$ cat src/rtl/dadda_op_sequencer.sv
// -----------------------------------------------------------------------------
// dadda_op_sequencer
//   Batch sequencer for the 16x16 Dadda multiplier. Streams NUM_OPS operand
//   words out of the operand BRAM (port A), hands a/b to the fixed-latency
//   multiplier and writes each 32-bit product to the result BRAM (port B).
//
//   Optional feature macro: SIGNATURE_EN
//     defined   : signature accumulates dinb on every web (mod 2**32)
//     undefined : no accumulator, signature is tied to 0
//
// Ports
//   clka, reset           clock (rising edge), asynchronous active-high reset
//   start, abort          run request / kill (abort wins)
//   addra, ena, douta     operand BRAM read port; douta = {a, b}
//   a, b, mul_valid, p    multiplier interface; p has no valid, tracked here
//   addrb, web, dinb      result BRAM write port
//   busy, done, count     status: RUN|DRAIN, DONE level, products written
//   signature             product checksum
// -----------------------------------------------------------------------------
module dadda_op_sequencer #(
    parameter int ADDR_W  = 4,
    parameter int NUM_OPS = 16,
    parameter int RD_LAT  = 1,
    parameter int MUL_LAT = 3
) (
    input  logic              clka,
    input  logic              reset,
    input  logic              start,
    input  logic              abort,
    output logic [ADDR_W-1:0] addra,
    output logic              ena,
    input  logic [31:0]       douta,
    output logic [15:0]       a,
    output logic [15:0]       b,
    output logic              mul_valid,
    input  logic [31:0]       p,
    output logic [ADDR_W-1:0] addrb,
    output logic              web,
    output logic [31:0]       dinb,
    output logic              busy,
    output logic              done,
    output logic [ADDR_W:0]   count,
    output logic [31:0]       signature
);

    typedef enum logic [1:0] {S_IDLE, S_RUN, S_DRAIN, S_DONE} state_t;

    localparam logic [ADDR_W-1:0] LAST = ADDR_W'(NUM_OPS - 1);

    state_t              state_q, state_d;
    logic [ADDR_W-1:0]   addra_q, addra_d;     // doubles as the issue counter
    logic                ena_q, ena_d;
    logic [RD_LAT-1:0]   rd_vld_q, rd_vld_d;   // [RD_LAT-1] => douta valid now
    logic [15:0]         a_q, a_d, b_q, b_d;
    logic                mul_valid_q, mul_valid_d;
    logic [MUL_LAT-1:0]  mul_pipe_q, mul_pipe_d; // [MUL_LAT-1] => p valid now
    logic [ADDR_W-1:0]   wr_idx_q, wr_idx_d;
    logic [ADDR_W-1:0]   addrb_q, addrb_d;
    logic                web_q, web_d;
    logic [31:0]         dinb_q, dinb_d;
    logic                busy_q, busy_d;
    logic                done_q, done_d;
    logic [ADDR_W:0]     count_q, count_d;
`ifdef SIGNATURE_EN
    logic [31:0]         sig_q, sig_d;
`endif
    logic                in_flight;

    always_comb begin
        state_d     = state_q;
        addra_d     = addra_q;
        ena_d       = 1'b0;
        a_d         = a_q;
        b_d         = b_q;
        addrb_d     = addrb_q;
        dinb_d      = dinb_q;
        wr_idx_d    = wr_idx_q;
        count_d     = count_q;
`ifdef SIGNATURE_EN
        sig_d       = sig_q;
`endif

        // Read-latency and multiplier-latency valid shift registers.
        rd_vld_d    = '0;
        rd_vld_d[0] = ena_q;
        for (int i = 1; i < RD_LAT; i++) rd_vld_d[i] = rd_vld_q[i-1];
        mul_pipe_d    = '0;
        mul_pipe_d[0] = mul_valid_q;
        for (int i = 1; i < MUL_LAT; i++) mul_pipe_d[i] = mul_pipe_q[i-1];

        mul_valid_d = rd_vld_q[RD_LAT-1];
        if (rd_vld_q[RD_LAT-1]) begin
            a_d = douta[31:16];
            b_d = douta[15:0];
        end

        web_d = mul_pipe_q[MUL_LAT-1];
        if (mul_pipe_q[MUL_LAT-1]) begin
            dinb_d   = p;
            addrb_d  = wr_idx_q;
            // Saturate so addrb never wraps past the last result slot.
            wr_idx_d = (wr_idx_q == LAST) ? wr_idx_q : wr_idx_q + 1'b1;
        end

        if (web_q) begin
            count_d = count_q + 1'b1;
`ifdef SIGNATURE_EN
            sig_d   = sig_q + dinb_q;
`endif
        end

        in_flight = (|rd_vld_q) | mul_valid_q | (|mul_pipe_q);

        case (state_q)
            S_IDLE, S_DONE: begin
                if (start) begin
                    state_d  = S_RUN;
                    ena_d    = 1'b1;
                    addra_d  = '0;
                    wr_idx_d = '0;
                    count_d  = '0;
`ifdef SIGNATURE_EN
                    sig_d    = '0;
`endif
                end
            end
            S_RUN: begin
                if (addra_q == LAST) begin
                    state_d = S_DRAIN;
                end else begin
                    ena_d   = 1'b1;
                    addra_d = addra_q + 1'b1;
                end
            end
            S_DRAIN: begin
                // Last web is on the wire this cycle once nothing is in flight.
                if (!in_flight) state_d = S_DONE;
            end
            default: state_d = S_IDLE;
        endcase

        // Abort kills everything in flight; results so far are frozen.
        if (abort) begin
            state_d     = S_IDLE;
            ena_d       = 1'b0;
            addra_d     = addra_q;
            rd_vld_d    = '0;
            mul_valid_d = 1'b0;
            mul_pipe_d  = '0;
            web_d       = 1'b0;
            a_d         = a_q;
            b_d         = b_q;
            addrb_d     = addrb_q;
            dinb_d      = dinb_q;
            wr_idx_d    = wr_idx_q;
            count_d     = count_q;
`ifdef SIGNATURE_EN
            sig_d       = sig_q;
`endif
        end

        busy_d = (state_d == S_RUN) || (state_d == S_DRAIN);
        done_d = (state_d == S_DONE);
    end

    always_ff @(posedge clka or posedge reset) begin
        if (reset) begin
            state_q     <= S_IDLE;
            addra_q     <= '0;
            ena_q       <= 1'b0;
            rd_vld_q    <= '0;
            a_q         <= '0;
            b_q         <= '0;
            mul_valid_q <= 1'b0;
            mul_pipe_q  <= '0;
            wr_idx_q    <= '0;
            addrb_q     <= '0;
            web_q       <= 1'b0;
            dinb_q      <= '0;
            busy_q      <= 1'b0;
            done_q      <= 1'b0;
            count_q     <= '0;
`ifdef SIGNATURE_EN
            sig_q       <= '0;
`endif
        end else begin
            state_q     <= state_d;
            addra_q     <= addra_d;
            ena_q       <= ena_d;
            rd_vld_q    <= rd_vld_d;
            a_q         <= a_d;
            b_q         <= b_d;
            mul_valid_q <= mul_valid_d;
            mul_pipe_q  <= mul_pipe_d;
            wr_idx_q    <= wr_idx_d;
            addrb_q     <= addrb_d;
            web_q       <= web_d;
            dinb_q      <= dinb_d;
            busy_q      <= busy_d;
            done_q      <= done_d;
            count_q     <= count_d;
`ifdef SIGNATURE_EN
            sig_q       <= sig_d;
`endif
        end
    end

    assign addra     = addra_q;
    assign ena       = ena_q;
    assign a         = a_q;
    assign b         = b_q;
    assign mul_valid = mul_valid_q;
    assign addrb     = addrb_q;
    assign web       = web_q;
    assign dinb      = dinb_q;
    assign busy      = busy_q;
    assign done      = done_q;
    assign count     = count_q;
`ifdef SIGNATURE_EN
    assign signature = sig_q;
`else
    assign signature = 32'd0;
`endif

endmodule

$ cat config.mk
export PLATFORM = sky130hd
export DESIGN_NAME = dadda_op_sequencer
export DESIGN_NICKNAME = d
export VERILOG_FILES = /design/src/rtl/dadda_op_sequencer.sv
export SDC_FILE = /design/constraint.sdc
export NUM_CORES = 1
export LEC_CHECK = 0
export ABC_AREA = 1
export CAP_MARGIN = 20
export CORE_MARGIN = 10
export CORE_UTILIZATION = 30
export DETAILED_ROUTE_END_ITERATION = 7
export PLACE_DENSITY_LB_ADDON = 0.12
export SLEW_MARGIN = 20
export SYNTH_ARGS = -nofsm -noshare
export SYNTH_HDL_FRONTEND = slang
export SYNTH_SLANG_ARGS = --single-unit
export TNS_END_PERCENT = 100
$ cat constraint.sdc
create_clock -name clka -period 4.3 [get_ports clka]
set_input_delay 0.645 -clock clka [delete_from_list [all_inputs] [get_ports clka]]
set_output_delay 0.645 -clock clka [all_outputs]
set_load 0.01 [all_outputs]
==> key figures <==
Drt
  • Avg Vias per Cell: 4.084
  • DR pass1 iterations: 5
  • Initial detailed-routing violation count: 134
  • Routed len/inst: 14.43 microns
  • Vias: 3206
  • Residual DRC count: 0
  • Post-route ant nets: 0
  • Total Routed Length: 11320 microns

Finish
  • Most frequent cells in the layout: nand2_1, clkdlybuf4s50_1, dfrtp_1
  • Final Net Count: 679
  • # fillers: 1345
  • Area occupied by multi-input gates: 1425 sq um
  • Area grow syn2layout: 43.86%
  • Non-filler cells, final: 785
  • Layout cell share with drive strength beyond 1: 0.06404
  • Diode count: 0
  • Storage element area: 2302 sq um
  • Commonest non-fill, non-tap cell in the layout: nand2_1

Die
  • Die height: 136.3 microns
  • Initial Util: 0.3063
  • Core Region: 13240 sq um
  • Die Area: 18570 sq um
  • Row Count: 42
  • Die span in x: 136.3 microns
  • Ports: 182

Run status
  • Outcome: finished, final reports clean

Synth
  • Cell Area, Synth: 4056 sq um
  • Sequential area share after synthesis: 0.5676
  • Register bit total from synthesis: 92
  • Mapped Avg Cell Area: 8.857 sq um
  • Post-synthesis cell count: 458
  • Synth top area share: 0.5676
  • Dominant cells by area after synthesis: dfrtp_1, nand2_1, buf_4
  • Distinct cell type count after synthesis: 28
  • Yosys Warn Count: 0
  • Yosys top cell by area: dfrtp_1

GRT
  • GRT Overall Usage: 0.1207
  • Global-route wire length before repair: 17770 microns
  • Initial antenna violation count: 0
  • GRT overflow: 0
  • Number of global-route vias before repair: 3351
  • Largest net degree at the start of global routing: 68

Critical path
  • CP delay by family, top: buffers and inverters
  • CP cell instances: clkdlybuf4s50_1 -> inv_6 -> nand2_4 -> inv_6 -> nand2_4 -> o21ai_0 -> nor2_1
  • CP Launch Type: primary input
  • Slowest CP cell: clkdlybuf4s50_1
  • Worst path required time: 4520 ps
  • Setup crit end kind: register
  • CP arrival: 2480 ps
  • WP buf/inv: 3
  • CP max FO: 41
  • Slowest stage delay, CP: 680 ps
  • Setup CP Type: in2reg
  • Reg2Reg Setup Slack: 2410 ps

CTS
  • CTS Buffer Depth: 2
  • H-Tree Level Count: 3
  • Post_cts resized: 0
  • Sink Count: 92
  • CTS Root Cell: clkbuf_16
  • CTS Hold Bufs: 0
  • Num CTS Buffers: 9
  • CTS tree: done
  • Worst-Skew Late Latency: 330 ps
  • Worst-path clk slew: 70 ps
  • # Post-CTS Setup Buffers: 0

STA
  • Period utilization: 0.5249
  • Worst Tran Pin Value: 835.8 ps
  • Count of final setup violators: 0
  • Post-layout min period: 2257 ps
  • Rel. slew slack: 0.4428
  • Skew final: 4.887 ps
  • Final WS setup: 2043 ps
  • Max Transition Viols Final: 0
  • Min Hold Slack: 478.0 ps
  • RSZ-0062 raised after global routing: no
  • Total negative slack: 0 ps
  • FMAX: 0.4430 GHz
  • Final hold vios: 0

Placed design
  • Pre-CTS WS: 1676 ps
  • Placed insts: 769
  • Dpl hpwl: 8442 microns
  • Routability cong.: 0.7387
  • Port buffer count: 149

Run
  • Number of max-cap violations: 0

Power
  • Pwr Total: 3067 uW
  • Pwr/cell area: 525.6 nW/um^2
  • Worst VDD drop: 0.2730 mV
  • Static leakage: 0.002873 uW

Min path
  • Min-delay worst type: reg2reg
-- power breakdown --
part / internal (uW) / leakage, uW / switching [uW]
registers: 1110 / 0.00120 / 146
logic: 573 / 0.00153 / 475
clock network: 439 / 0.000138 / 325
-- synth_stat cells, drive strengths merged --
cell,count
nand2,234
dfrtp,92
buf,46
nor2,24
inv,23
o21ai,11
nand3,9
ha,7
a21oi,3
a211oi,2
nand4,2
a31oi,1
conb,1
nor3,1
o211ai,1
or2,1
-- sequential cells by signal, indices dropped and copies added, names as in the netlist, 2 cells and up --
register    count
a              16
addra           4
addrb           4
b              16
count           5
dinb           32
mul_pipe_q      3
state_q         2
wr_idx_q        4
-- metal layers --
metal	share of wire	wire length (microns)	up-vias	GRT usage
li1	-	-	1621	-
met1	0.42	4713	1461	0.1449
met2	0.43	4921	116	0.1725
met3	0.14	1595	8	0.07343
met4	0.0082	93	0	0.04438
met5	0	0	-	0
-- kinds of logic (layout without fill, tap and decap cells) --
kind of cell / Yosys count / in the layout / share of synthesized area
flops: 92 / 92 / 0.5676
compound gates: 18 / 18 / 0.02838
simple gates: 271 / 271 / 0.2717
buf+inv: 69 / 189 / 0.1098
other cells: 1 / 32 / 0.0009245
fa+ha+maj: 7 / 7 / 0.02159
-- worst paths after layout --
check | endpoint | depth (start not counted) | start
worst max-delay path | wr_idx_q[1] | 7 | abort
worst min-delay path | mul_pipe_q[2] | 2 | mul_pipe_q[1]
worst max register to register | busy | 8 | state_q[0]
worst min register to register | mul_pipe_q[2] | 2 | mul_pipe_q[1]
max in group asynchronous | b[1] | 3 | reset
min in group asynchronous | addra[1] | 2 | reset
-- stage by stage --
stage	area [sq um]	util
6_report	5836	0.4407
4_1_cts	5836	0.4407
3_3_place_gp	5545	0.4187
2_1_floorplan	4173	-
5_1_grt	5836	0.4407
3_5_place_dp	5545	0.4187
-- area by class of cell --
class | instances | area share
clock buffer | 13 | 0.04631
clock inverter | 3 | 0.003431
inverter | 23 | 0.01694
multi-input combinational | 328 | 0.2442
sequential | 92 | 0.3945
tap | 176 | 0.03774
timing repair buffer | 150 | 0.2569
-- worst register-to-register path, stage by stage (launching register included) --
cell	delay, ps
dfrtp_1	380
inv_1	80
ha_1	350
nand2_2	140
inv_1	70
nor2_1	140
o21ai_0	110
a31oi_1	240
ha_1	280
No activity file was read; power rests on OpenSTA's default activity.
